$ cat src/rtl/fht_input_loader_if.sv
// Sample stream and bank-write bus between the FHT input loader and its neighbours.
// The loader takes the slave view; the sample source / RAM side takes the master view.
interface fht_input_loader_if #(
    parameter int A_BIT = 8,
    parameter int D_BIT = 16
);
    logic [D_BIT-1:0] iDATA;
    logic             iVALID;
    logic             oREADY;
    logic [A_BIT-1:0] oADDR;
    logic [D_BIT-1:0] oDATA;
    logic [3:0]       oWE;

    modport master (
        output iDATA, iVALID,
        input  oREADY, oADDR, oDATA, oWE
    );

    modport slave (
        input  iDATA, iVALID,
        output oREADY, oADDR, oDATA, oWE
    );
endinterface

$ cat src/rtl/fht_input_loader.sv
// FHT front end: loads one frame of samples into the four input banks in bit-reversed
// order, fires the FHT control unit and holds off input until the transform completes.
module fht_input_loader #(
    parameter int A_BIT = 8,
    parameter int D_BIT = 16
) (
    input  logic             iCLK,
    input  logic             iRESET,
    fht_input_loader_if.slave bus,
    input  logic             iFHT_RDY,
    output logic             oSTART,
    output logic             oBUSY,
    output logic             oDONE,
    output logic             oERR,
    output logic [A_BIT+2:0] oCNT
);
    typedef enum logic [2:0] {IDLE, LOAD, FIRE, WAIT_ACK, WAIT_DONE} state_t;

    localparam logic [A_BIT+2:0] CNT_ONE = {{(A_BIT+2){1'b0}}, 1'b1};

    state_t           state, state_nxt;
    logic             accept;
    logic             ack_timeout;
    logic [2:0]       ack_cnt;
    logic [A_BIT+1:0] idx;
    logic [A_BIT+1:0] rev;

    always_comb begin
        idx = oCNT[A_BIT+1:0];
        rev = '0;
        for (int unsigned i = 0; i < A_BIT + 2; i++) begin
            rev[i] = idx[A_BIT+1-i];
        end
    end

    assign accept      = bus.iVALID && bus.oREADY;
    // Fifth consecutive cycle in WAIT_ACK with the controller still reporting ready.
    assign ack_timeout = (state == WAIT_ACK) && iFHT_RDY && (ack_cnt == 3'd4);

    always_ff @(posedge iCLK) begin
        if (!iRESET) begin
            state <= IDLE;
        end else begin
            state <= state_nxt;
        end
    end

    always_comb begin
        state_nxt  = state;
        bus.oREADY = 1'b0;
        oBUSY      = 1'b0;
        case (state)
            IDLE: begin
                bus.oREADY = iFHT_RDY;
                if (bus.iVALID && iFHT_RDY) state_nxt = LOAD;
            end
            LOAD: begin
                bus.oREADY = 1'b1;
                if (bus.iVALID && (idx == '1)) state_nxt = FIRE;
            end
            FIRE: begin
                oBUSY     = 1'b1;
                state_nxt = WAIT_ACK;
            end
            WAIT_ACK: begin
                oBUSY = 1'b1;
                if (!iFHT_RDY) state_nxt = WAIT_DONE;
                else if (ack_timeout) state_nxt = IDLE;
            end
            WAIT_DONE: begin
                oBUSY = 1'b1;
                if (iFHT_RDY) state_nxt = IDLE;
            end
            default: state_nxt = IDLE;
        endcase
    end

    always_ff @(posedge iCLK) begin
        if (!iRESET) begin
            bus.oADDR <= '0;
            bus.oDATA <= '0;
            bus.oWE   <= '0;
            oSTART    <= 1'b0;
            oDONE     <= 1'b0;
            oERR      <= 1'b0;
            oCNT      <= '0;
            ack_cnt   <= '0;
        end else begin
            bus.oWE <= '0;
            oSTART  <= (state == FIRE);
            oDONE   <= 1'b0;
            ack_cnt <= (state == WAIT_ACK) ? ack_cnt + 3'd1 : '0;
            if (accept) begin
                bus.oWE   <= 4'b0001 << rev[A_BIT+1:A_BIT];
                bus.oADDR <= rev[A_BIT-1:0];
                bus.oDATA <= bus.iDATA;
                oCNT      <= oCNT + CNT_ONE;
            end
            if (state == LOAD && !iFHT_RDY) oERR <= 1'b1;
            if (ack_timeout) begin
                oERR <= 1'b1;
                oCNT <= '0;
            end
            if (state == WAIT_DONE && iFHT_RDY) begin
                oDONE <= 1'b1;
                oCNT  <= '0;
            end
        end
    end
endmodule

$ cat src/flat_wrapper.sv
// flat-port wrapper written by rule: the top's interface ports become plain ports
module fht_input_loader_flat 
#(
    parameter int A_BIT = 8,
    parameter int D_BIT = 16
)
  (iCLK, iRESET, iFHT_RDY, oSTART, oBUSY, oDONE, oERR, oCNT, bus_iDATA, bus_iVALID, bus_oREADY, bus_oADDR, bus_oDATA, bus_oWE);
  fht_input_loader_if #(.A_BIT(A_BIT), .D_BIT(D_BIT)) bus_i ();
  input  logic iCLK;
  input  logic iRESET;
  input  logic iFHT_RDY;
  output logic oSTART;
  output logic oBUSY;
  output logic oDONE;
  output logic oERR;
  output logic [A_BIT+2:0] oCNT;
  input wire logic [$bits(bus_i.iDATA)-1:0] bus_iDATA;
  input wire logic [$bits(bus_i.iVALID)-1:0] bus_iVALID;
  output wire logic [$bits(bus_i.oREADY)-1:0] bus_oREADY;
  output wire logic [$bits(bus_i.oADDR)-1:0] bus_oADDR;
  output wire logic [$bits(bus_i.oDATA)-1:0] bus_oDATA;
  output wire logic [$bits(bus_i.oWE)-1:0] bus_oWE;
  assign bus_i.iDATA = bus_iDATA;
  assign bus_i.iVALID = bus_iVALID;
  assign bus_oREADY = bus_i.oREADY;
  assign bus_oADDR = bus_i.oADDR;
  assign bus_oDATA = bus_i.oDATA;
  assign bus_oWE = bus_i.oWE;
  fht_input_loader #(.A_BIT(A_BIT), .D_BIT(D_BIT)) u_core (.iCLK(iCLK), .iRESET(iRESET), .bus(bus_i), .iFHT_RDY(iFHT_RDY), .oSTART(oSTART), .oBUSY(oBUSY), .oDONE(oDONE), .oERR(oERR), .oCNT(oCNT));
endmodule
$ cat config.mk
export PLATFORM = sky130hd
export DESIGN_NAME = fht_input_loader_flat
export DESIGN_NICKNAME = d
export VERILOG_FILES = /design/src/rtl/fht_input_loader_if.sv /design/src/rtl/fht_input_loader.sv /design/src/flat_wrapper.sv
export SDC_FILE = /design/constraint.sdc
export NUM_CORES = 1
export LEC_CHECK = 0
export CAP_MARGIN = 20
export CORE_MARGIN = 2
export CORE_UTILIZATION = 45
export DETAILED_ROUTE_END_ITERATION = 10
export PLACE_DENSITY_LB_ADDON = 0.05
export SLEW_MARGIN = 0
export SYNTH_ARGS = -nofsm -noshare
export SYNTH_HDL_FRONTEND = slang
export SYNTH_SLANG_ARGS = --single-unit
export TNS_END_PERCENT = 10
$ cat constraint.sdc
create_clock -name iCLK -period 2.2 [get_ports iCLK]
set_input_delay 0.33 -clock iCLK [delete_from_list [all_inputs] [get_ports iCLK]]
set_output_delay 0.33 -clock iCLK [all_outputs]
set_load 0.005 [all_outputs]
Word level (Yosys, flattened, before mapping)
Index checks and enable logic that the tools add are counted.
{"block": "op_classes", "n_addsub": 2, "n_div": 0, "n_eq_ne": 10, "reduce_logical": 15, "shift": 1, "bitwise": 1, "order_cmp": 0, "muxes": 11, "mul": 0}
{"cell": "$mux 3", "n": 5}
{"cell": "$pmux 3 s5", "n": 1}
{"cell": "$add 11x1->11 const B", "n": 1}
{"cell": "$eq 10x10->1 const B", "n": 1}
{"cell": "$logic_and 1x1->1", "n": 7}
{"cell": "$eq 3x2->1 const B", "n": 2}
{"cell": "$eq 3x3->1 const B", "n": 2}
{"cell": "$reduce_or 3->1", "n": 2}
{"cell": "$mux 1", "n": 4}
{"cell": "$ne 2x1->1 const B", "n": 2}
{"cell": "$reduce_and 2->1", "n": 2}
{"cell": "$reduce_and 4->1", "n": 1}
{"cell": "$shl 1x2->4 const A", "n": 1}
{"cell": "$add 3x1->3 const B", "n": 1}
{"cell": "$eq 3x1->1 const B", "n": 1}
{"cell": "$logic_not 3->1", "n": 1}
{"cell": "$ne 3x2->1 const B", "n": 1}
{"cell": "$ne 2x2->1 const B", "n": 1}
{"cell": "$pmux 1 s2", "n": 1}
{"cell": "$reduce_bool 2->1", "n": 1}
{"cell": "$logic_not 1->1", "n": 1}
{"cell": "$not 1->1", "n": 1}
{"block": "totals", "mem_bits_rw": 0, "wordCells": 49, "n_memories": 0, "latch_bits": 0, "register_bits": 48, "mem_bits_ro": 0}

Depth between registers and ports, before layout
Gate-level depths: netlist of run 1.
{"block": "logic_depth", "depth_word": 6, "depth_mapped": 7, "depth_no_buf": 6}

Least setup slack after synthesis of run 1
Ideal clock, no wire load.
{"block": "synth_path", "path_kind": "flip-flop to flip-flop", "from": "register u_core.oCNT[0]", "to": "register u_core.oCNT[8]", "required_ps": 2130, "setup_time_ps": 70, "setup_slack_ps": 578, "t_arrival_ps": 1553, "period_less_slack_ps": 1622, "path_stages_with_launch": 6, "path_buffers": 0, "cell_sequence": "dfxtp_1 > ha_1 > nand2_1 > or3_4 > or4_1 > a21oi_1"}
{"block": "synth_via", "elab_chain_len": 1}
{"element": "from (decl)", "line_no": "fht_input_loader.sv:15", "source": "output logic [A_BIT+2:0] oCNT"}
{"element": "from (signal assigned)", "line_no": "fht_input_loader.sv:97", "source": "oCNT <= oCNT + CNT_ONE;"}
{"element": "$add 11x1->11", "line_no": "fht_input_loader.sv:97"}
Every way passes these cells.
A chain may end at the register's enable or synchronous reset.

Worst setup path after layout of run 1
{"block": "layout_path", "from": "register u_core.state[2]", "to": "output oBUSY"}
{"block": "layout_via", "elab_chain_len": 3}
{"element": "from (decl)", "line_no": "fht_input_loader.sv:21", "source": "state_t state, state_nxt;"}
{"element": "from (signal assigned)", "line_no": "fht_input_loader.sv:44", "source": "state <= state_nxt;"}
{"element": "$eq 3x3->1 / $eq 3x2->1 (equally long branches)", "line_no": "fht_input_loader.sv:52", "source": "case (state)"}
{"element": "$reduce_or 3->1 (no line) (*)"}
{"element": "$mux 1 (*)", "line_no": "fht_input_loader.sv:52"}
{"element": "to (decl)", "line_no": "flat_wrapper.sv:13", "source": "output logic oBUSY;"}
Every way passes the cells marked *; elsewhere a longest branch is shown, timed or not.

==> results.toml, run 1 <==
[outcome]
run_status = "finished, final reports clean"

[timing]
grt_setup_unrepaired = "no"
fin_crit_ns = 2.03
fin_crit_sh_pct = 92.3
slew_headroom_pct = 69.7
finalHoldViolCount = 0
setup_viol = 0
skew_ns = 0.00496
worst_slew_pin_slew_ns = 0.452
tns_ns = 0
final_max_slew_viol_count = 0
holdWs_ns = 0.449
clock.fmax_mhz = 492
fin_ws_ns = 0.169

[grt]
grt_max_degree = 19
grt_first_pass_wirelength_mm = 7.18
grt-ovfl-total = 0
grt_usage_pct = 18.1
antenna_found_initial = 0
grt_pass1_vias = 1586

[final_layout]
area.growth.synth_to_final_pct = 40.5
final_common_cell = "clkdlybuf4s50_1"
nFillCells = 368
design_area_sq_um = 2740
seq_area_sq_um = 963
fin_cells = 344
final_layout_size_suffix_gt1_share_pct = 8.16
diodes = 0
multi_input_area_sq_um = 903
layout_common_cells = "clkdlybuf4s50_1 (63), nand2_1 (58), dfxtp_1 (46), a21boi_0 (24), nor2_1 (13)"
fin_nets = 316
fin_util_pct = 67.1

[power_and_ir_drop]
pwr-share-clk_pct = 32.3
power_density_nw_per_um2 = 587
leakage_nw = 0.961
combPwrFrac_pct = 11.5
seq_power_share_pct = 56.2
p_sw_share_pct = 21.9
power_switching_mw = 0.352
peakVddDrop_mv = 0.580
power_mw = 1.61
p_int_mw = 1.26

[clock_tree]
cts_buffer_depth = 2
ctsHoldBuffers = 0
cts_made_buffers = 5
tritoncts = "yes"
clk_latency_ns = 0.30
cts_setup_buffers = 0
clock-sinks = 48
clkSlewWorstSetupHoldPaths_ns = 0.07
htree_levels = 2
cts_root_buffer = "clkbuf_8"

[detailed_routing]
initialDrtViolationCount = 65
num_vias = 1725
final_antenna_net_count = 0
vias_per_cell = 5.01
first_pass_iters = 4
finalWirelength_mm = 4.13
wl_per_cell_um = 12.0
drc = 0

[logic_synthesis]
synth_top_area_share_pct = 49.3
syn_avg_cell_area_sq_um = 8.59
yosys_warnings = 0
yosysSeqAreaShare_pct = 49.3
synthCells = 227
yosys.area.top_type = "dfxtp_1"
synth_cell_types = 36
synth_seq_cells = 48
synth.net_count = 250
syn_area_sq_um = 1950
synth_area_leaders = "dfxtp_1 (49%), nand2_1 (11%), a21boi_0 (9.2%)"

[critical_path]
cp.required_ns = 1.87
r2r_end = "u_core.oCNT[10]$_SDFFE_PP0P_"
arrival_ns = 1.70
crit_path_end = "oBUSY"
startpoint_type = "register"
cp-startpoint = "u_core.state[2]$_SDFFE_PN0P_"
worst-r2r-cell-count = 5
crit_type = "reg -> out"
rrSetupSlack_ns = 0.48
reg2reg_from = "u_core.oCNT[1]$_SDFFE_PP0P_"
cp_max_fo = 7
crit_path_end_kind = "primary output"

[place]
hpwl_mm = 2.97
postPlaceCellArea_sq_um = 2650
place_ws_ns = 0.202
gp_congestion = 0.766
numPortBuffers = 63
post-place-cells = 336

[floorplan]
fp.dieW_um = 69.8
rows = 23
dieArea_sq_um = 4880
start_util_pct = 47.7
die_y_um = 69.8
ios = 64
core_sq_um = 4090

[worst_hold_path]
hold_path_depth = 1
hold_path.class = "reg -> reg"

[job]
max_cap_viol_count = 0
==> Yosys cell counts <==
cell type / n
or3_4: 1
o21a_1: 1
and2b_2: 1
nor3_1: 2
buf_2: 5
a21boi_0: 24
nor3b_1: 2
a211oi_1: 1
a311o_1: 1
or2_4: 1
or3b_2: 1
and3_1: 3
nand3b_1: 1
nand2b_1: 1
nand2_1: 58
and2_1: 1
nor4_1: 3
o31ai_1: 4
buf_4: 3
xor2_1: 2
or3_1: 1
a31oi_1: 1
or2_2: 2
ha_1: 3
nand4_1: 6
inv_1: 6
nand3_1: 4
clkbuf_1: 5
dfxtp_1: 48
nor2b_1: 1
a21bo_2: 1
o21ai_0: 4
a21oi_1: 8
nor2_1: 13
or4_1: 4
xnor2_1: 4
==> area by class of cell <==
class | count | share of cell area (%)
sequential | 48 | 35.2
multi-input combinational | 160 | 33.0
timing repair buffer | 72 | 25.5
tap | 50 | 2.28
inverter | 6 | 0.822
clock buffer | 8 | 3.29
==> critical path, cell delays in order (launching register included) <==
cell and delay, ns:
dfxtp_2 0.38, or3b_4 0.42, o21ai_0 0.09, clkdlybuf4s50_1 0.52
==> logic make-up (layout without fill, tap and decap cells) <==
logic type      Yosys count  after routing  synth area share [%]
compound gates           45             45                  16.0
xor+xnor                  6              6                  2.69
fa+ha+maj                 3              3                  1.92
buf+inv                  19             86                  4.55
flops                    48             48                  49.3
simple gates            106            106                  25.6
==> power by group through the flow <==
stage | Sequential [mW] | Combinational, mW | Clock (mW)
2_1_floorplan | 0.929 | 0.0754 | 0
3_3_place_gp | 0.925 | 0.188 | 0
3_5_place_dp | 0.925 | 0.188 | 0
4_1_cts | 0.904 | 0.189 | 0.547
5_1_grt | 0.908 | 0.205 | 0.593
6_report | 0.904 | 0.186 | 0.520
==> layer usage <==
layer	GRT usage (%)	vias to the layer above	routed length, um
met5	0	-	0
met4	6.84	0	67
met3	6.40	7	288
met2	29.5	46	1920
met1	21.8	777	1850
li1	-	895	-
==> worst min-delay path by stage <==
stage	end	from
6_report	u_core.ack_cnt[0]$_SDFF_PN0_	u_core.ack_cnt[0]$_SDFF_PN0_
3_3_place_gp	u_core.ack_cnt[0]$_SDFF_PN0_	u_core.ack_cnt[0]$_SDFF_PN0_
3_5_place_dp	u_core.ack_cnt[0]$_SDFF_PN0_	u_core.ack_cnt[0]$_SDFF_PN0_
4_1_cts	u_core.ack_cnt[0]$_SDFF_PN0_	u_core.ack_cnt[0]$_SDFF_PN0_
5_1_grt	u_core.ack_cnt[0]$_SDFF_PN0_	u_core.ack_cnt[0]$_SDFF_PN0_
2_1_floorplan	u_core.ack_cnt[0]$_SDFF_PN0_	u_core.ack_cnt[0]$_SDFF_PN0_
==> state kept, by name (all words and copies together) (netlist names), 3 cells and up <==
signal	cells
u_core.ack_cnt	3
u_core.bus.oADDR	8
u_core.bus.oDATA	16
u_core.bus.oWE	4
u_core.oCNT	11
u_core.state	3
==> what timing repair did <==
action,in CTS,in global routing
endpoints found under the hold margin,0,0
gates resized for setup,1,2
setup endpoints to repair,1,1
gates cloned,0,0
Power figures use the tool's default switching activity.
==> run 2, diff against run 1 <==
==> constraint.sdc (replaced) <==
create_clock -name iCLK -period 2.2 [get_ports iCLK]
set_input_delay 0.33 -clock iCLK [delete_from_list [all_inputs] [get_ports iCLK]]
set_output_delay 0.33 -clock iCLK [all_outputs]
set_load 0.01 [all_outputs]
==> results.toml, run 2 (synthesis gave the netlist of run 1 again) <==
[outcome]
run_status = "finished, final reports clean"

[timing]
clock.fmax_mhz = 500
finalHoldViolCount = 0
skew_ns = 0.00918
slew_headroom_pct = 67.7
grt_setup_unrepaired = "no"
tns_ns = 0
worst_slew_pin_slew_ns = 0.483
setup_viol = 0
fin_crit_sh_pct = 90.9
holdWs_ns = 0.447
final_max_slew_viol_count = 0
fin_crit_ns = 2.00

[grt]
grt_usage_pct = 18.0
grt_max_degree = 19
grtUsageMet2_pct = 28.9
grt_first_pass_wirelength_mm = 7.13
met3_usage_pct = 4.94
antenna_found_initial = 0
grt-ovfl-total = 0
grt_pass1_vias = 1598
busiest_layer = "met2"
use_met1_pct = 22.4

[critical_path]
crit_path_end_kind = "primary output"
reg2reg_from = "u_core.oCNT[0]$_SDFFE_PP0P_"
critPathBufInv = 2
max_stage_delay_ns = 0.54
critPathSlowestCell = "clkdlybuf4s50_1"
path_cells = "buf_4 > or2_4 > nor2_1 > clkdlybuf4s50_1"
cp.required_ns = 1.87
startpoint_type = "register"
crit_family = "buffers and inverters"
cp-startpoint = "u_core.state[1]$_SDFFE_PN0P_"
cp_max_fo = 10
crit_type = "reg -> out"
arrival_ns = 1.67
rrSetupSlack_ns = 0.41

[final_layout]
diodes = 0
reg_top3 = "u_core.bus.oDATA: 16 flops, u_core.oCNT: 11 flops, u_core.bus.oADDR: 8 flops"
fin_util_pct = 67.9
fin_nets = 316
seq_area_sq_um = 962
layout_common_cells = "clkdlybuf4s50_1 (62), nand2_1 (58), dfxtp_1 (47), a21boi_0 (24), nor2_1 (13)"
multi_input_area_sq_um = 901
largest_register_ff_count = 16
area.growth.synth_to_final_pct = 42.3
final_common_cell = "clkdlybuf4s50_1"
nFillCells = 350
top_register = "u_core.bus.oDATA"
final_layout_size_suffix_gt1_share_pct = 8.50

[floorplan]
ios = 64
die_y_um = 69.8
start_util_pct = 47.7
rows = 23
core_sq_um = 4090
dieArea_sq_um = 4880
fp.dieW_um = 69.8

[detailed_routing]
initialDrtViolationCount = 86
first_pass_iters = 4
finalWirelength_mm = 4.24
drc = 0
final_antenna_net_count = 0
wl_per_cell_um = 12.3
vias_per_cell = 4.99
num_vias = 1717

[power_and_ir_drop]
power_density_nw_per_um2 = 641
leakage_nw = 0.997
peakVddDrop_mv = 0.505

[place]
gp_congestion = 0.758
hpwl_mm = 3.01
numPortBuffers = 63

[clock_tree]
cts_made_buffers = 5
ctsHoldBuffers = 0
cts_setup_buffers = 0
htree_levels = 2
clk_latency_ns = 0.30
clkSlewWorstSetupHoldPaths_ns = 0.07
cts_buffer_depth = 2
clock-sinks = 48
tritoncts = "yes"
cts_root_buffer = "clkbuf_8"

[worst_hold_path]
hold_path.class = "reg -> reg"
min-delay-start = "u_core.ack_cnt[0]$_SDFF_PN0_"

[job]
max_cap_viol_count = 0
run 2: power by group:
group | leakage, nW | switching, mW | internal [mW] | total [mW]
combinational | 0.542 | 0.0854 | 0.107 | 0.192
clock | 0.0645 | 0.279 | 0.401 | 0.680
sequential | 0.390 | 0.0138 | 0.892 | 0.906
run 2: metal layers:
metal / wire length [um] / share of wire [%] / vias to the layer above
met2: 1930 / 46 / 46
met1: 1930 / 46 / 770
met5: 0 / 0 / -
met3: 294 / 6.9 / 9
li1: - / - / 892
met4: 79 / 1.9 / 0
run 2: worst register-to-register path: stages, from the launching register on:
cell and delay, ns:
dfxtp_1 0.47, ha_1 0.23, nand2_1 0.09, or3_4 0.37, or4_1 0.42, a21oi_1 0.15
run 2: area by class of cell:
type                    count  share of cell area (%)
inverters                   6                   0.812
multi-input cells         160                    32.5
repair buffers             72                    25.2
clock buffers               7                    3.47
well taps                  50                    2.25
clock inverters             1                    1.08
flip-flops and latches     48                    34.7
run 2: final timing paths:
check / to / depth (start not counted)
hold / removal: u_core.ack_cnt[0]$_SDFF_PN0_ / 1
setup / recovery: bus_oREADY / 4
setup reg to reg: u_core.oCNT[8]$_SDFFE_PP0P_ / 5
hold reg to reg: u_core.ack_cnt[0]$_SDFF_PN0_ / 1
run 2: metrics by stage:
step	std cells	power [mW]	worst slack [ns]	cell area [sq um]
after detailed placement	336	1.12	0.159	2650
after CTS	344	1.79	0.0184	2770
after global routing	344	1.85	0.118	2780
after floorplan	227	1.01	0.534	1950
final	344	1.78	0.200	2780
after global placement	336	1.12	0.204	2650
run 2: timing repair:
item / CTS / global route
resized for setup: 1 / 1
gates cloned: 0 / 0
setup endpoints to repair: 1 / 1
